## src/rtl/ewb_pkg.sv

```systemverilog
// Shared types and default sizing for the eviction write-buffer drain arbiter.
package ewb_pkg;

  localparam int LINE_W     = 256;
  localparam int OFFSET_W   = 5;
  localparam int BYPASS_MAX = 4;

  typedef logic [LINE_W-1:0] line_t;

  typedef enum logic [2:0] {
    IDLE,
    FWD,
    READ,
    ACCEPT,
    DRAIN
  } state_e;

endpackage

```

## src/rtl/eviction_drain_arbiter.sv

```systemverilog
// Arbitrates the L2 memory port between line reads, buffer forwarding, eviction
// acceptance and draining of the single-entry write buffer to physical memory.
module eviction_drain_arbiter #(
  parameter int LINE_W     = ewb_pkg::LINE_W,
  parameter int OFFSET_W   = ewb_pkg::OFFSET_W,
  parameter int BYPASS_MAX = ewb_pkg::BYPASS_MAX
) (
  input  logic              clk,
  input  logic              rst,
  input  logic              mem_read,
  input  logic              mem_write,
  input  logic [31:0]       mem_address,
  input  logic [LINE_W-1:0] mem_wdata,
  output logic [LINE_W-1:0] mem_rdata,
  output logic              mem_resp,
  input  logic              buf_valid,
  input  logic [31:0]       buf_address,
  input  logic [LINE_W-1:0] buf_wdata,
  output logic              buf_write,
  output logic [LINE_W-1:0] buf_wdata_in,
  output logic [31:0]       buf_address_in,
  output logic              complete_eviction,
  output logic              pmem_read,
  output logic              pmem_write,
  output logic [31:0]       pmem_address,
  output logic [LINE_W-1:0] pmem_wdata,
  input  logic [LINE_W-1:0] pmem_rdata,
  input  logic              pmem_resp
);
  import ewb_pkg::*;

  localparam int CNT_W = $clog2(BYPASS_MAX + 1);

  state_e           state;
  logic [CNT_W-1:0] bypass_cnt;
  logic [31:0]      pmem_addr_q;
  logic             pmem_read_q;
  logic             pmem_write_q;
  logic             buf_write_q;
  logic             fwd_resp_q;

  logic        hit;
  logic        drain_due;
  logic [31:0] mem_line;
  logic [31:0] buf_line;
  logic        unused_buf_offset;

  assign hit       = buf_valid && (mem_address[31:OFFSET_W] == buf_address[31:OFFSET_W]);
  assign drain_due = buf_valid && (bypass_cnt == CNT_W'(BYPASS_MAX));
  assign mem_line  = {mem_address[31:OFFSET_W], {OFFSET_W{1'b0}}};
  assign buf_line  = {buf_address[31:OFFSET_W], {OFFSET_W{1'b0}}};
  assign unused_buf_offset = ^buf_address[OFFSET_W-1:0];

  // NOTE: sequential state uses non-blocking assignments only, so every flop
  // samples pre-edge values regardless of statement order.
  always_ff @(posedge clk or posedge rst) begin
    if (rst) begin
      state        <= IDLE;
      bypass_cnt   <= '0;
      pmem_addr_q  <= '0;
      pmem_read_q  <= 1'b0;
      pmem_write_q <= 1'b0;
      buf_write_q  <= 1'b0;
      fwd_resp_q   <= 1'b0;
    end else begin
      buf_write_q <= 1'b0;
      fwd_resp_q  <= 1'b0;
      unique case (state)
        IDLE: begin
          if (mem_read && hit) begin
            state      <= FWD;
            fwd_resp_q <= 1'b1;
          end else if (drain_due) begin
            state        <= DRAIN;
            pmem_write_q <= 1'b1;
            pmem_addr_q  <= buf_line;
          end else if (mem_read) begin
            state       <= READ;
            pmem_read_q <= 1'b1;
            pmem_addr_q <= mem_line;
          end else if (mem_write && !buf_valid) begin
            state       <= ACCEPT;
            buf_write_q <= 1'b1;
          end else if (buf_valid) begin
            // A stalled eviction lands here: drain first, accept afterwards.
            state        <= DRAIN;
            pmem_write_q <= 1'b1;
            pmem_addr_q  <= buf_line;
          end
        end
        FWD, ACCEPT: state <= IDLE;
        READ: begin
          if (pmem_resp) begin
            state       <= IDLE;
            pmem_read_q <= 1'b0;
            pmem_addr_q <= '0;
            if (buf_valid && (bypass_cnt != CNT_W'(BYPASS_MAX)))
              bypass_cnt <= bypass_cnt + CNT_W'(1);
          end
        end
        DRAIN: begin
          if (pmem_resp) begin
            state        <= IDLE;
            pmem_write_q <= 1'b0;
            pmem_addr_q  <= '0;
            bypass_cnt   <= '0;
          end
        end
        default: state <= IDLE;
      endcase
    end
  end

  // Read completion is passed through the same cycle pmem answers.
  assign mem_resp          = fwd_resp_q | buf_write_q | (pmem_read_q & pmem_resp);
  assign mem_rdata         = fwd_resp_q                 ? buf_wdata  :
                             (pmem_read_q && pmem_resp) ? pmem_rdata : '0;
  assign complete_eviction = pmem_write_q & pmem_resp;
  assign buf_write         = buf_write_q;
  assign buf_wdata_in      = mem_wdata;
  assign buf_address_in    = mem_address;
  assign pmem_read         = pmem_read_q;
  assign pmem_write        = pmem_write_q;
  assign pmem_address      = pmem_addr_q;
  assign pmem_wdata        = pmem_write_q ? buf_wdata : '0;

  a_no_read_and_write: assert property (@(posedge clk) disable iff (rst)
    !(mem_read && mem_write));
  a_pmem_exclusive: assert property (@(posedge clk) disable iff (rst)
    !(pmem_read && pmem_write));

endmodule

```

## config.mk

```make
export PLATFORM = sky130hd
export DESIGN_NAME = eviction_drain_arbiter
export DESIGN_NICKNAME = d
export VERILOG_FILES = /design/src/rtl/ewb_pkg.sv /design/src/rtl/eviction_drain_arbiter.sv
export SDC_FILE = /design/constraint.sdc
export NUM_CORES = 1
export LEC_CHECK = 0
export CAP_MARGIN = 20
export CORE_AREA = 2 2 644 646
export DETAILED_ROUTE_END_ITERATION = 12
export DIE_AREA = 0 0 646 648
export HOLD_SLACK_MARGIN = 0.06
export PLACE_DENSITY = 0.3
export SKIP_LAST_GASP = 1
export SLEW_MARGIN = 15
export SYNTH_ARGS = -nofsm -noshare
export SYNTH_HDL_FRONTEND = slang
export SYNTH_SLANG_ARGS = --single-unit
```

## constraint.sdc

```tcl
create_clock -name clk -period 1.84 [get_ports clk]
set_input_delay 0.368 -clock clk [delete_from_list [all_inputs] [get_ports clk]]
set_output_delay 0.368 -clock clk [all_outputs]
set_load 0.1 [all_outputs]
```

==> PnR_summary.wiki <==
{| class="wikitable"
! Metric !! Value
|-
| Status || finished with violations
|-
| Failing checks || setup timing
|-
| Switching pwr || 0.03683 W
|-
| Minimum hold slack || 481.4 ps
|-
| Vias per inst || 2.127
|-
| Overall fraction of global-route tracks in use || 14.55%
|-
| Worst slew margin || 48.69%
|-
| Via count of the first global-routing pass || 16.63k
|-
| Worst-Skew Late Latency || 290 ps
|-
| Share of power burned in combinational logic || 95.4%
|-
| Transition time at the pin with the least slew margin || 769.7 ps
|-
| Kind of capture point of the worst setup path || output pin
|-
| Layout Utilization || 9.491%
|-
| Clk root buf || sky130_fd_sc_hd__clkbuf_16
|-
| Setup crit start kind || register
|-
| Most used standard cells in the synthesized netlist || sky130_fd_sc_hd__buf_4, sky130_fd_sc_hd__and2_1, sky130_fd_sc_hd__a22o_1, sky130_fd_sc_hd__clkbuf_1, sky130_fd_sc_hd__nand2_1
|-
| Synthesis-to-layout area growth || 321.1%
|-
| Unrepaired setup endpoints after global routing || yes
|-
| Gate Count Post-Synth || 1,224
|-
| Seq cells post-synth || 37
|-
| Total leakage power || 14.57 nW
|-
| Total area of sequential cells || 937.1 sq um
|-
| Synth unique cells || 43
|-
| Adder-cell area share of the yosys netlist || 0.2695%
|-
| Vias post-DR || 16.60k
|-
| Number of enable flip-flop cells after synthesis || 0
|-
| Number of pins exceeding their max-slew limit in the final report || 0
|-
| Area fraction in and, or, nand and nor cells after synthesis || 22.82%
|-
| Synthesized-area fraction occupied by ao, oa, aoi and oai cells || 32.40%
|-
| Area fraction of the dominant cell type after synthesis || 24.15%
|-
| Number of rows created at floorplan || 236
|-
| Number of violations of the max-capacitance limit || 0
|-
| Mux contribution to synthesized area || 2.911%
|-
| DIE AREA || 418,600 sq um
|-
| DRC viols || 0
|-
| Hold_buf cts || 0
|-
| Category of the critical setup timing path || reg -> out
|-
| Effective utilization at floorplan || 2.254%
|-
| Total I/O pin count || 1,675
|-
| Register area share after synthesis || 9.973%
|-
| Biggest fanout along the worst timing path || 16
|-
| Maximum number of pins on one net before global-route repair || 42
|-
| Sequential share of power || 3.0%
|-
| Leading cell type by number of instances after synthesis || sky130_fd_sc_hd__buf_4
|-
| Quantity of I/O buffers inserted on ports || 1,142
|-
| Number of clock buffers inserted by TritonCTS || 5
|-
| Number of clock sinks || 37
|-
| Number of iterations in the first detailed-routing pass || 5
|-
| Area of the core || 411,900 sq um
|-
| Total global routing overflow || 0
|-
| Mean post-synth cell area || 7.585 sq um
|-
| Post-Synth XOR/XNOR Area || 2.453%
|-
| Data arrival at the endpoint of the critical path || 2000 ps
|-
| Max IR drop VDD || 0.7972 mV
|-
| Top post-synthesis cells by area || sky130_fd_sc_hd__a22o_1, sky130_fd_sc_hd__buf_4, sky130_fd_sc_hd__and2_1
|-
| Instance area after placement || 36,040 sq um
|-
| Portion of total power attributed to the clock network || 1.6%
|-
| Final setup slack of the worst path || -528.9 ps
|-
| Chip Width || 646 um
|-
| Max frequency || 0.4221 GHz
|-
| Layout Skew || 3.079 ps
|-
| Sum of routed wire length over all layers || 321,600 um
|-
| Final worst path period share || 128.7%
|-
| Layout cell share with drive strength beyond 1 || 67.36%
|-
| Combined area of the multi-input logic cells || 9363 sq um
|-
| Maximum buffer depth of the clock tree || 2
|-
| Library cell with the largest summed area after synthesis || sky130_fd_sc_hd__a22o_1
|-
| Post-DP HPWL || 295,200 um
|-
| Number of fill cells in the layout || 47.24k
|-
| Cell area after synthesis || 9284 sq um
|-
| Path category of the worst min-delay check || in -> async
|-
| CTS H-tree lvls || 2
|-
| Number of failing setup endpoints in the final timing report || 545
|-
| Dominant combinational cell family by area after synthesis || compound AO/OA/AOI/OAI gates
|-
| Power density relative to cell area || 1506 nW/um^2
|-
| Setup WS pre-CTS || -1004 ps
|-
| RD Place Congestion || 0.8103
|-
| Clock tree from TritonCTS || built
|-
| Summed area of non-filler cells in the final layout || 39,090 sq um
|-
| Internal portion of total power || 0.02205 W
|-
| CTS clk-pin slew, worst paths || 60 ps
|-
| Most common flop cell mapped by yosys || sky130_fd_sc_hd__dfrtp_1
|-
| Layout net count || 3,140
|-
| DR iter-0 viols || 926
|-
| Routed Antenna Nets || 0
|-
| Average detailed-routed wire length per instance || 41.22 um
|-
| Chip Height || 648 um
|-
| Count of warnings emitted by yosys || 0
|-
| Global-route wire length before repair || 356,300 um
|-
| Endpoint required time on the critical path || 1470 ps
|-
| Antenna violations before repair || 298
|-
| Switching share of power || 62.55%
|-
| Minimum period implied by the final worst setup slack || 2369 ps
|-
| Final Hold Vio Count || 0
|-
| Async set-reset flop share out of synthesis || 100.0%
|}
## path summary, 6_finish.rpt
path	cells after the start	start	end	slack, ps
setup / recovery	4	fwd_resp_q$_DFF_PP0_	mem_rdata[59]	-530
setup reg to reg	7	bypass_cnt[0]$_DFFE_PP0P_	pmem_address[10]$_DFFE_PP0P_	-50
max in group asynchronous	3	rst	pmem_read$_DFFE_PP0P_	1130
hold / removal	3	rst	bypass_cnt[0]$_DFFE_PP0P_	480
min in group clk	1	state[0]$_DFFE_PP0P_	fwd_resp_q$_DFF_PP0_	540
hold reg to reg	1	state[0]$_DFFE_PP0P_	fwd_resp_q$_DFF_PP0_	540
## cells in the final DEF, fill, tap and decap left out, types with 22 or more instances in the layout
cell	count
sky130_fd_sc_hd__a41oi_2	22
sky130_fd_sc_hd__nand2_1	35
sky130_fd_sc_hd__mux2i_1	22
sky130_fd_sc_hd__dlygate4sd2_1	30
sky130_fd_sc_hd__buf_16	35
sky130_fd_sc_hd__o31ai_4	23
sky130_fd_sc_hd__nor3_1	27
sky130_fd_sc_hd__diode_2	28
sky130_fd_sc_hd__and2_2	67
sky130_fd_sc_hd__a21boi_0	27
sky130_fd_sc_hd__buf_6	22
sky130_fd_sc_hd__and2_4	191
sky130_fd_sc_hd__dfrtp_1	34
sky130_fd_sc_hd__buf_12	652
sky130_fd_sc_hd__buf_4	167
sky130_fd_sc_hd__a22o_4	256
sky130_fd_sc_hd__clkdlybuf4s50_1	515
## power groups by stage
| stage | clock [W] | combinational (W) | sequential, W |
|---|---|---|---|
| 5_1_grt | 0.000982 | 0.0581 | 0.00180 |
| 2_1_floorplan | 0 | 0.0288 | 0.00346 |
| 6_report | 0.000934 | 0.0562 | 0.00175 |
| 3_5_place_dp | 0 | 0.0513 | 0.00171 |
| 4_1_cts | 0.000951 | 0.0554 | 0.00173 |
| 3_3_place_gp | 0 | 0.0513 | 0.00171 |
## registers in the layout, summed over array words and instances (netlist names)
name	flops
state	3
fwd_resp_q	1
pmem_write	1
pmem_read	1
pmem_address	27
buf_write	1
bypass_cnt	3
## final cells by class
class | instances | area share (%)
timing repair buffer | 1474 | 55.47
multi-input combinational | 774 | 23.95
tap | 5474 | 17.52
sequential | 37 | 2.397
clock buffer | 7 | 0.3905
antenna | 28 | 0.1792
inverter | 8 | 0.07681
clock inverter | 1 | 0.01280
## routing by layer
layer / vias up / routed length, um / global-route usage (%)
met5: - / 1508 / 1.018
met1: 7653 / 109000 / 14.17
met3: 585 / 65770 / 14.20
met2: 1904 / 141300 / 23.00
li1: 6302 / - / -
met4: 154 / 4121 / 0.6957
## per-stage QoR
step / total power, W / std cells / setup TNS [ps]
after detailed placement: 0.05297 / 7684 / -187350
after floorplan: 0.03230 / 1228 / -32050
after global routing: 0.06086 / 7781 / -221310
after CTS: 0.05809 / 7749 / -213500
final: 0.05888 / 7803 / -186860
after global placement: 0.05300 / 7683 / -189040
## kinds of logic after synthesis
| group | Yosys count |
|---|---|
| AO/OA/AOI/OAI | 349 |
| other | 1 |
| flip-flops | 37 |
| AND/OR/NAND/NOR | 365 |
| buffers and inverters | 417 |
| XOR/XNOR | 26 |
| multiplexers | 27 |
| adder cells (fa/ha/maj) | 2 |
## worst max-delay path: stages, from the launching register on
cell	delay [ps]
sky130_fd_sc_hd__dfrtp_4	520
sky130_fd_sc_hd__clkbuf_8	250
sky130_fd_sc_hd__buf_16	290
sky130_fd_sc_hd__a22o_4	310
sky130_fd_sc_hd__buf_12	170
## timing repair
action,in CTS,in global routing
endpoints found under the setup margin,547,546
cloned,28,17
pin swaps,70,36
resized for setup,296,195
buffers inserted,31,23
Note: power is estimated with default switching activity, not from simulation.
